**src/rtl/frogger_pkg.sv**
```systemverilog
// Shared constants and types for the Frogger game.
// Holds the playfield geometry, respawn tile, score limit, tile codes,
// the per-cycle move request bundle and the saturating score helper.
package frogger_pkg;

  localparam int unsigned GAME_WIDTH  = 14;
  localparam int unsigned GAME_HEIGHT = 13;
  localparam int unsigned TILE_SIZE   = 32;
  localparam int unsigned SCORE_LIMIT = 99;
  localparam int unsigned START_X     = 6;
  localparam int unsigned START_Y     = 12;

  localparam int unsigned POS_W   = 6;
  localparam int unsigned SCORE_W = 7;
  localparam int unsigned DIV_W   = 5;

  typedef enum logic [2:0] {
    TILE_WALL  = 3'd0,
    TILE_ROAD  = 3'd1,
    TILE_WATER = 3'd2,
    TILE_SAFE  = 3'd3,
    TILE_LILY  = 3'd4
  } tile_e;

  // One-cycle rising-edge requests from the four direction buttons
  typedef struct packed {
    logic up;
    logic down;
    logic left;
    logic right;
  } move_req_t;

  // Next score after reaching a lily pad; saturates at SCORE_LIMIT
  function automatic logic [SCORE_W-1:0] score_inc(input logic [SCORE_W-1:0] s);
    return (s < SCORE_W'(SCORE_LIMIT)) ? s + SCORE_W'(1) : SCORE_W'(SCORE_LIMIT);
  endfunction

endpackage

```
**src/rtl/button_edge_detect.sv**
```systemverilog
// 1-bit rising-edge detector for a debounced button level.
// History resets to 1 so a button held through reset release is not a press.
//  i_Clk     in  1  clock
//  i_Rst     in  1  synchronous active-high reset
//  i_Level   in  1  debounced button level
//  o_Rise_c  out 1  combinational: level high now, low on the previous clock
module button_edge_detect (
  input  logic i_Clk,
  input  logic i_Rst,
  input  logic i_Level,
  output logic o_Rise_c
);

  logic hist_q;

  // History updates every clock regardless of game state
  always_ff @(posedge i_Clk) begin
    if (i_Rst) hist_q <= 1'b1;
    else       hist_q <= i_Level;
  end

  assign o_Rise_c = i_Level & ~hist_q;

endmodule

```
**src/rtl/frogger_player_ctrl.sv**
```systemverilog
// Player-control core: moves the frog one tile per button press on the
// 14x13 grid, scores and respawns on lily-pad arrival, and flags the tile
// currently scanned by the VGA counters when it holds the frog.
//  i_Clk, i_Rst        clock, synchronous active-high reset
//  i_Game_Active       1 = play enabled, 0 = frog held at start tile
//  i_*_Mvt             debounced direction button levels
//  i_Score             score fed back from o_Score, used for the limit check
//  i_Col/Row_Count_Div scanned tile column/row
//  o_Draw_Frogger      combinational: scanned tile is the frog tile
//  o_Frogger_X/Y       registered frog tile
//  o_Score             registered score, 0..SCORE_LIMIT
module frogger_player_ctrl
  import frogger_pkg::*;
(
  input  logic               i_Clk,
  input  logic               i_Rst,
  input  logic               i_Game_Active,
  input  logic               i_Up_Mvt,
  input  logic               i_Down_Mvt,
  input  logic               i_Left_Mvt,
  input  logic               i_Right_Mvt,
  input  logic [SCORE_W-1:0] i_Score,
  input  logic [DIV_W-1:0]   i_Col_Count_Div,
  input  logic [DIV_W-1:0]   i_Row_Count_Div,
  output logic               o_Draw_Frogger,
  output logic [POS_W-1:0]   o_Frogger_X,
  output logic [POS_W-1:0]   o_Frogger_Y,
  output logic [SCORE_W-1:0] o_Score
);

  logic      up_rise, down_rise, left_rise, right_rise;
  move_req_t req;

  button_edge_detect u_up_edge (
    .i_Clk(i_Clk), .i_Rst(i_Rst), .i_Level(i_Up_Mvt), .o_Rise_c(up_rise)
  );
  button_edge_detect u_down_edge (
    .i_Clk(i_Clk), .i_Rst(i_Rst), .i_Level(i_Down_Mvt), .o_Rise_c(down_rise)
  );
  button_edge_detect u_left_edge (
    .i_Clk(i_Clk), .i_Rst(i_Rst), .i_Level(i_Left_Mvt), .o_Rise_c(left_rise)
  );
  button_edge_detect u_right_edge (
    .i_Clk(i_Clk), .i_Rst(i_Rst), .i_Level(i_Right_Mvt), .o_Rise_c(right_rise)
  );

  assign req = '{up: up_rise, down: down_rise, left: left_rise, right: right_rise};

  // Position and score update. The highest-priority request is the only one
  // considered; if it is out of bounds the frog simply stays put this cycle.
  always_ff @(posedge i_Clk) begin
    if (i_Rst) begin
      o_Frogger_X <= POS_W'(START_X);
      o_Frogger_Y <= POS_W'(START_Y);
      o_Score     <= '0;
    end else if (!i_Game_Active) begin
      o_Frogger_X <= POS_W'(START_X);
      o_Frogger_Y <= POS_W'(START_Y);
    end else if (req.up) begin
      if (o_Frogger_Y == POS_W'(1)) begin
        // Even goal columns are lily pads, odd ones are walls
        if (!o_Frogger_X[0]) begin
          o_Frogger_X <= POS_W'(START_X);
          o_Frogger_Y <= POS_W'(START_Y);
          o_Score     <= score_inc(i_Score);
        end
      end else if (o_Frogger_Y != '0) begin
        o_Frogger_Y <= o_Frogger_Y - POS_W'(1);
      end
    end else if (req.down) begin
      if (o_Frogger_Y != POS_W'(GAME_HEIGHT - 1)) o_Frogger_Y <= o_Frogger_Y + POS_W'(1);
    end else if (req.left) begin
      if (o_Frogger_X != '0) o_Frogger_X <= o_Frogger_X - POS_W'(1);
    end else if (req.right) begin
      if (o_Frogger_X != POS_W'(GAME_WIDTH - 1)) o_Frogger_X <= o_Frogger_X + POS_W'(1);
    end
  end

  // Zero-latency compare keeps the sprite aligned with the pixel counters
  assign o_Draw_Frogger = ({1'b0, i_Col_Count_Div} == o_Frogger_X) &&
                          ({1'b0, i_Row_Count_Div} == o_Frogger_Y);

endmodule

```
**config.mk**
```make
export PLATFORM = sky130hd
export DESIGN_NAME = frogger_player_ctrl
export DESIGN_NICKNAME = d
export VERILOG_FILES = /design/src/rtl/frogger_pkg.sv /design/src/rtl/button_edge_detect.sv /design/src/rtl/frogger_player_ctrl.sv
export SDC_FILE = /design/constraint.sdc
export NUM_CORES = 1
export LEC_CHECK = 0
export CAP_MARGIN = 25
export CORE_UTILIZATION = 48
export DETAILED_ROUTE_END_ITERATION = 8
export GPL_ROUTABILITY_DRIVEN = 1
export HOLD_SLACK_MARGIN = 0.1
export PLACE_DENSITY = 0.79
export SYNTH_ARGS = -nofsm -noshare
export SYNTH_HDL_FRONTEND = slang
export SYNTH_HIERARCHICAL = 1
export SYNTH_SLANG_ARGS = --single-unit
export TNS_END_PERCENT = 50
```
**constraint.sdc**
```tcl
create_clock -name i_Clk -period 2.45 [get_ports i_Clk]
set_input_delay 0.245 -clock i_Clk [delete_from_list [all_inputs] [get_ports i_Clk]]
set_output_delay 0.245 -clock i_Clk [all_outputs]
set_load 0.01 [all_outputs]
```
==> flow_metrics.tcl, run 1 <==
set metrics [dict create \
    status "finished, final reports clean" \
    numCtsBuffers 3 \
    post-route-min-period_ns 2.235 \
    num_vias 1701 \
    clkTransAtPathRegs_ns 0.14 \
    dr.pass1.iters 4 \
    max_freq_mhz 447.4 \
    routed_wl_um 4579 \
    via_per_inst 5.948 \
    maxSlewHeadroom 0.6504 \
    place_hpwl_um 3574 \
    clock-root-buffer "clkbuf_4" \
    dieArea_sq_mm 0.003650 \
    start_util 0.5194 \
    pwr-share-comb 0.229 \
    final-hold-violation-count 0 \
    peakVddDrop_uv 212.8 \
    ys_types 53 \
    drive_gt1_frac 0.09917 \
    yosysMostFrequentCell "dfxtp_1" \
    cp_max_fo 5 \
    finalNetCount 277 \
    internal-power_uw 531.9 \
    drt_iter0_markers 128 \
    core_sq_mm 0.003153 \
    synthFlopType "dfxtp_1" \
    setup-tns-final_ns 0 \
    synth_cells 194 \
    drc 0 \
    fin_crit_sh 0.9123 \
    async_flop_share 0 \
    die_y_um 60.42 \
    setup_viol 0 \
    area_growth_pct 32.85 \
    cts_buffer_depth 2 \
    path_class "flop to output pin" \
    yosysTopAreaCell "dfxtp_1" \
    yosysWarnings 6 \
    synth_fp_nets 228 \
    antenna_found_initial 0 \
    p_seq_frac 0.523 \
    worstHoldStart "o_Score[6]" \
    ys_top_cells_by_count "dfxtp_1, inv_1, xor2_1" \
    grt_pass1_wl_um 7410 \
    worst_slew_pin_slew_ns 0.5112 \
    rsz0062_at_grt "no" \
    synth_area_per_cell_sq_um 8.442 \
    cts_tree "yes" \
    track_usage 0.2683 \
    hp-class "flop to flop" \
    drtAntennaViolNets 0 \
    total_power_uw 740.7 \
    clkSinkCount 23 \
    die_width_um 60.42 \
    p_switching_uw 208.8 \
    hold_ws_ns 0.4836 \
    htree_num_levels 1 \
    critPathLaunch "o_Frogger_X[4]" \
    endpoint_kind "output pin" \
    powerDensity_mw_per_mm2 340.4 \
    crit_path_start_kind "flop" \
    ys_top_cells_by_area "dfxtp_1, xor2_1, ha_1, xnor2_1, inv_1" \
    grt_overflow 0 \
    power_leakage_uw 0.0008243 \
    insertion_delay_ns 0.32 \
    grt_start_max_net_pins 19 \
    diodes 0 \
    arrival_ns 1.99 \
    slew_violations 0 \
    yosys.area.top_type_share 0.2811 \
    maxCapViolations 0 \
    wl_per_cell_um 16.01 \
    place_congestion 0.9001 \
    seq_area_frac_synth 0.2811 \
    crit_required_ns 2.20 \
    io_pins 44 \
    grt_pass1_vias 1689 \
    synth_area_sq_mm 0.001638 \
    synth-seq-cells 23 \
    switching_share 0.2819 \
    clkPwrFrac 0.248 \
    clock_skew_ns 0.004191 \
    port_buffers 43 \
    nFillCells 286 \
    r2r_start "o_Frogger_Y[1]" \
    synth-edff-count 0 \
    rows 20 \
]
-- cells by family after synthesis --
| family | synth area share |
|---|---|
| buf+inv | 0.06799 |
| simple gates | 0.2284 |
| xor+xnor | 0.1070 |
| compound gates | 0.2154 |
| mux | 0.01910 |
| fa+ha+maj | 0.08098 |
| flops | 0.2811 |
-- registers in the layout, indices dropped and copies added, names as in the netlist --
register,count
o_Score,7
u_up_edge/hist_q,1
o_Frogger_Y,6
u_left_edge/hist_q,1
u_right_edge/hist_q,1
o_Frogger_X,6
u_down_edge/hist_q,1
-- layout make-up --
| class | instances | area (sq um) | area share |
|---|---|---|---|
| inverter | 14 | 52.55 | 0.02415 |
| clock buffer | 3 | 22.52 | 0.01035 |
| clock inverter | 1 | 5.005 | 0.002300 |
| multi-input combinational | 147 | 1066 | 0.4899 |
| sequential | 23 | 461.7 | 0.2122 |
| timing repair buffer | 54 | 513.0 | 0.2358 |
| tap | 44 | 55.05 | 0.02530 |
-- layer usage --
layer | global-route usage | part of all wire | routed length (um)
met1 | 0.3013 | 0.40 | 1811
met2 | 0.5071 | 0.56 | 2554
met3 | 0.04264 | 0.036 | 167
met4 | 0.09740 | 0.010 | 46
met5 | 0 | 0 | 0
-- cell usage in the layout, fill, tap and decap left out, types with 3 or more instances in the layout --
cell type | Yosys | routed
clkdlybuf4s50_1 | 0 | 43
or2_1 | 4 | 4
clkbuf_4 | 0 | 3
a22oi_1 | 3 | 3
nand3_1 | 10 | 10
buf_4 | 0 | 11
o21ai_1 | 4 | 4
nor3_1 | 4 | 4
o21ai_0 | 9 | 9
nor4_1 | 4 | 4
ha_1 | 9 | 9
dfxtp_1 | 23 | 22
inv_1 | 14 | 14
a21oi_1 | 8 | 8
a221oi_1 | 5 | 5
xnor2_1 | 7 | 7
nor3b_1 | 3 | 3
nor2b_1 | 7 | 7
xor2_1 | 13 | 13
nand2_1 | 7 | 7
nor2_1 | 10 | 10
-- critical path, cell delays in order, from the launching register on --
cell	delay, ns
dfxtp_2	0.38
xor2_1	0.17
nor4_1	0.24
nand4_1	0.13
nor4_1	0.17
clkdlybuf4s50_1	0.58
-- through the flow --
step / std cells / area [sq um] / setup slack [ns] / util
3_5_place_dp: 282 / 2147 / 0.03424 / 0.6810
3_3_place_gp: 282 / 2147 / 0.1950 / 0.6810
4_1_cts: 286 / 2175 / 0.1671 / 0.6897
5_1_grt: 286 / 2176 / 0.007754 / 0.6901
6_report: 286 / 2176 / 0.2150 / 0.6901
2_1_floorplan: 194 / 1638 / 0.5320 / -
-- power by group through the flow --
stage / logic, uW / registers, uW / clock network [uW]
2_1_floorplan: 87.3 / 396 / 0
3_3_place_gp: 158 / 395 / 0
3_5_place_dp: 167 / 396 / 0
4_1_cts: 168 / 388 / 187
5_1_grt: 182 / 389 / 206
6_report: 169 / 387 / 184
-- final timing paths --
kind	end	slack, ns	cells after the start
worst max-delay path	o_Draw_Frogger	0.21	5
worst min-delay path	o_Score[6]	0.48	2
worst min register to register	o_Score[6]	0.48	2
worst max register to register	o_Frogger_Y[2]	0.37	8
-- timing repair --
action,4_1_cts,5_1_grt
hold buffers,0,0
endpoints found under the setup margin,0,1
setup buffers,0,0
resized for setup,0,1
(Power assumes the default switching activity.)
==> run 2: changes to the inputs <==
--- a/config.mk
+++ b/config.mk
@@ -6,6 +6,7 @@
 export NUM_CORES = 1
 export LEC_CHECK = 0
 export CAP_MARGIN = 25
+export CORE_MARGIN = 4
 export CORE_UTILIZATION = 48
 export DETAILED_ROUTE_END_ITERATION = 8
 export GPL_ROUTABILITY_DRIVEN = 1
==> run 2 against run 1 <==
Against the previous run: wire length down 2.6%; core utilization down 0.20 points; critical path depth up 3; maximum frequency up 3.1%; register-to-register slack worse by 0.09 ns; clock skew up 0.0076 ns; global-route usage down 4.8 points.
==> flow_metrics.tcl, run 2 (same netlist as run 1, synthesis figures left out) <==
set metrics [dict create \
    status "finished, final reports clean" \
    arrival_ns 2.35 \
    track_usage 0.2204 \
    diodes 0 \
    numCtsBuffers 3 \
    antenna_found_initial 0 \
    die_y_um 66.42 \
    die_width_um 66.42 \
    routed_wl_um 4461 \
    core_sq_mm 0.003153 \
    powerDensity_mw_per_mm2 343.3 \
    hp-class "flop to flop" \
    place_ws_ns -0.02300 \
    setup_viol 0 \
    hold_buffers 0 \
    drtAntennaViolNets 0 \
    dieArea_sq_mm 0.004411 \
    clkTransAtPathRegs_ns 0.13 \
    crit_chain "inv_1 > ha_1 > mux2_2 > nand3_1 > o21ai_1 > buf_4 > o21ai_0 > o311ai_0" \
    setup-tns-final_ns 0 \
    maxCapViolations 0 \
    dr.pass1.iters 4 \
    rows 20 \
    drc 0 \
    io_pins 44 \
    fin_crit_sh 0.8852 \
    crit_path_start_kind "flop" \
    clkSinkCount 23 \
    via_per_inst 5.792 \
    clock-root-buffer "clkbuf_4" \
    peakVddDrop_uv 301.5 \
    maxSlewHeadroom 0.7012 \
    instances_no_fill 283 \
    cts_buffer_depth 2 \
    slew_violations 0 \
    grt_pass1_vias 1678 \
    place_congestion 0.8862 \
    max_stage_delay_ns 0.51 \
    num_vias 1639 \
    start_util 0.5194 \
    endpoint_kind "flop" \
    dp_cells 279 \
    insertion_delay_ns 0.32 \
    cpLargestDelayFamily "flip-flops" \
    clock_skew_ns 0.01182 \
    cp_slowest_cell "dfxtp_1" \
    port_buffers 43 \
    power_leakage_uw 0.0008305 \
    largest_reg_flops 7 \
    cp_max_fo 7 \
    place_hpwl_um 3530 \
    rsz0062_at_grt "no" \
    drt_iter0_markers 123 \
    layout_common_cells "clkdlybuf4s50_1, dfxtp_1, inv_1" \
    max_freq_mhz 461.1 \
    largest_registers "o_Score: 7 flops, o_Frogger_X: 6 flops, o_Frogger_Y: 6 flops" \
    post-route-min-period_ns 2.169 \
    nFillCells 274 \
    finalWorstSetupSlack_ns 0.2814 \
    finalNetCount 274 \
    area_growth_pct 32.47 \
    grt_pass1_wl_um 7631 \
    grt_start_max_net_pins 26 \
    final_common_cell "clkdlybuf4s50_1" \
    drive_gt1_frac 0.09205 \
    wl_per_cell_um 15.76 \
    htree_num_levels 1 \
    crit_required_ns 2.63 \
    grt_overflow 0 \
    top_register "o_Score" \
    final-hold-violation-count 0 \
    worst_slew_pin_slew_ns 0.4368 \
    critPathBufInv 2 \
    path_class "flop to flop" \
    cts_tree "yes" \
]
==> run 2: cell types whose count changed in the layout (fill, tap and decap cells not counted), sizes merged <==
cell | previous run | this run
buf | 11 | 8
clkdlybuf4s50 | 43 | 42
dlymetal6s2s | 0 | 1
==> run 2: worst register-to-register path, stage by stage, from the launching register on <==
cell      delay, ns
dfxtp_1        0.51
inv_1          0.20
ha_1           0.27
mux2_2         0.29
nand3_1        0.08
o21ai_1        0.15
buf_4          0.21
o21ai_0        0.18
o311ai_0       0.15
==> run 2: repair_timing <==
action,CTS,global route
setup endpoints to repair,0,1
buffers inserted,0,0
gates resized for setup,0,3
==> run 2: report_power, final <==
part | switching (uW) | leakage (uW) | internal (uW)
Sequential | 6.98 | 0.000187 | 381
Clock | 130 | 0.0000177 | 61.2
Combinational | 76.9 | 0.000626 | 88.9
==> run 2: layer usage <==
metal / up-vias / global-route usage / share of wire
met3: 11 / 0.02891 / 0.031
met5: - / 0 / 0
met4: 0 / 0.08883 / 0.021
met2: 43 / 0.4089 / 0.54
met1: 790 / 0.2495 / 0.41
li1: 795 / - / -
==> run 2: area by class of cell <==
class                           instances  area [sq um]  area share
Multi-Input combinational cell        147          1066      0.4913
Timing Repair Buffer                   51         505.5      0.2330
Sequential cell                        23         462.9      0.2134
Tap cell                               44         55.05     0.02537
Inverter                               14         52.55     0.02422
Clock buffer                            3         22.52     0.01038
Clock inverter                          1         5.005    0.002307
==> run 2: path summary, 6_finish.rpt <==
path | slack [ns] | start | cells past startpoint | endpoint
max reg2reg | 0.28 | o_Frogger_Y[1] | 8 | o_Frogger_Y[2]
min | 0.48 | o_Score[5] | 2 | o_Score[5]
min reg2reg | 0.48 | o_Score[5] | 2 | o_Score[5]
max | 0.28 | o_Frogger_Y[1] | 8 | o_Frogger_Y[2]
==> run 2: metrics by stage <==
step	util	hold slack (ns)	instance area (sq um)	total power (uW)
2_1_floorplan	-	0.3421	1638	483.3
3_3_place_gp	0.6778	0.4597	2137	553.1
3_5_place_dp	0.6778	0.4615	2137	560.9
4_1_cts	0.6865	0.4780	2165	746.5
5_1_grt	0.6881	0.4838	2170	774.7
6_report	0.6881	0.4764	2170	744.8
==> run 3: changes to the inputs <==
--- a/config.mk
+++ b/config.mk
@@ -5,9 +5,10 @@
 export SDC_FILE = /design/constraint.sdc
 export NUM_CORES = 1
 export LEC_CHECK = 0
-export CAP_MARGIN = 25
+export CAP_MARGIN = 20
 export CORE_MARGIN = 4
 export CORE_UTILIZATION = 48
+export CTS_BUF_LIST = sky130_fd_sc_hd__clkbuf_8
 export DETAILED_ROUTE_END_ITERATION = 8
 export GPL_ROUTABILITY_DRIVEN = 1
 export HOLD_SLACK_MARGIN = 0.1
==> run 3 against run 2 <==
Against the previous run: final cell count unchanged; total power increased by 6.9%; largest cell class unchanged; sequential power about the same; worst hold slack got worse by 0.0066 ns; clock-buffer cell count unchanged; maximum frequency decreased by 4.2%; worst setup slack got worse by 0.094 ns.
==> flow_metrics.tcl, run 3 (same netlist as run 1, synthesis figures left out) <==
set metrics [dict create \
    insertion_delay_ns 0.27 \
    largest_registers "o_Score: 7 flops, o_Frogger_X: 6 flops, o_Frogger_Y: 6 flops" \
    maxCapViolations 0 \
    core_sq_mm 0.003153 \
    grt.busiest_layer "met2" \
    grt_overflow 0 \
    htree_num_levels 1 \
    top_register "o_Score" \
    start_util 0.5194 \
    max_freq_mhz 441.9 \
    endpoint_kind "output pin" \
    fin_crit_sh 0.9237 \
    peakVddDrop_uv 294.5 \
    slew_violations 0 \
    path_class "primary input to output pin" \
    place_congestion 0.8862 \
    met2_usage 0.4040 \
    crit_path_start_kind "primary input" \
    largest_reg_flops 7 \
    cts_tree "yes" \
    worst_slew_pin_slew_ns 0.4510 \
    worst-r2r-cell-count 8 \
    grt.met3_usage 0.02721 \
    r2r_start "o_Frogger_Y[1]" \
    ff2ff_setup_slack_ns 0.28 \
    hp-class "flop to flop" \
    rsz0062_at_grt "no" \
    grt_pass1_vias 1670 \
    antenna_found_initial 0 \
    io_pins 44 \
    diodes 0 \
    via_per_inst 5.799 \
    track_usage 0.2183 \
    hold_buffers 0 \
    num_vias 1641 \
    dp_cells 279 \
    critPathLaunch "i_Col_Count_Div[0]" \
    grt_use_met1 0.2536 \
    dieArea_sq_mm 0.004411 \
    stdcell_area_sq_mm 0.002185 \
    post-cts-setup-buffer-count 0 \
    crit_required_ns 2.20 \
    worstHoldStart "o_Score[5]" \
    layout_common_cells "clkdlybuf4s50_1, dfxtp_1, inv_1" \
    post-route-min-period_ns 2.263 \
    grt_start_max_net_pins 26 \
    wl_per_cell_um 15.72 \
    cp_max_fo 1 \
    instances_no_fill 283 \
    dr.pass1.iters 7 \
    drtAntennaViolNets 0 \
    die_width_um 66.42 \
    setup-tns-final_ns 0 \
    clkTransAtPathRegs_ns 0.08 \
    total_power_uw 796.0 \
    worstSetupEndpoint "o_Draw_Frogger" \
    clkSinkCount 23 \
    setup_viol 0 \
    drt_iter0_markers 154 \
    hold_ws_ns 0.4697 \
    power_leakage_uw 0.0008190 \
    finalNetCount 274 \
    numCtsBuffers 3 \
    routed_wl_um 4450 \
    final-hold-violation-count 0 \
    port_buffers 43 \
    arrival_ns 2.02 \
    grt_pass1_wl_um 7596 \
    placed_area_sq_mm 0.002137 \
    clock_skew_ns 0.006967 \
    clock-root-buffer "clkbuf_8" \
    drc 0 \
    reg2reg_to "o_Frogger_Y[2]" \
    die_y_um 66.42 \
    drive_gt1_frac 0.08787 \
    rows 20 \
    powerDensity_mw_per_mm2 364.4 \
    cts_buffer_depth 2 \
    maxSlewHeadroom 0.6915 \
    area_growth_pct 33.38 \
    final_common_cell "clkdlybuf4s50_1" \
    place_hpwl_um 3530 \
    status "finished, final reports clean" \
]
## run 3: metrics by stage
step,worst slack (ns),util
6_report,0.1869,0.6929
5_1_grt,0.01937,0.6929
4_1_cts,0.1687,0.6925
3_5_place_dp,-0.02300,0.6778
3_3_place_gp,0.1530,0.6778
2_1_floorplan,0.5320,-
## run 3: area by class of cell
class                   count  area, sq um
clock buffers               3        41.29
clock inverters             1        5.005
fillers                   273        968.4
inverters                  14        52.55
multi-input cells         147         1066
flip-flops and latches     23        461.7
well taps                  44        55.05
repair buffers             51        503.0
## run 3: what timing repair did
item	4_1_cts	5_1_grt
endpoints found under the hold margin	0	0
endpoints found under the setup margin	0	1
gates resized for setup	0	1
## run 3: routing by layer
layer	vias to the layer above	routed length (um)
met5	-	0
met4	0	54
met2	56	2419
li1	795	-
met1	784	1795
met3	6	180
## run 3: worst min path at each step
stage	endpoint	slack (ns)	cells past startpoint
CTS	o_Score[5]	0.47	2
detailed placement	o_Score[5]	0.46	2
global route	o_Score[5]	0.51	2
finish	o_Score[5]	0.47	2
global placement	o_Score[0]	0.46	2
floorplan	u_down_edge/hist_q	0.34	1
## run 3: worst max-delay path, stage by stage
cell	delay [ns]
clkdlybuf4s50_1	0.43
xor2_1	0.15
nor4_1	0.31
nand4_1	0.13
nor4_1	0.17
clkdlybuf4s50_1	0.58
## run 3: power breakdown
part,switching (uW),internal (uW)
clock,129,114
combinational,76.6,88.9
sequential,7.00,381
total,213,583
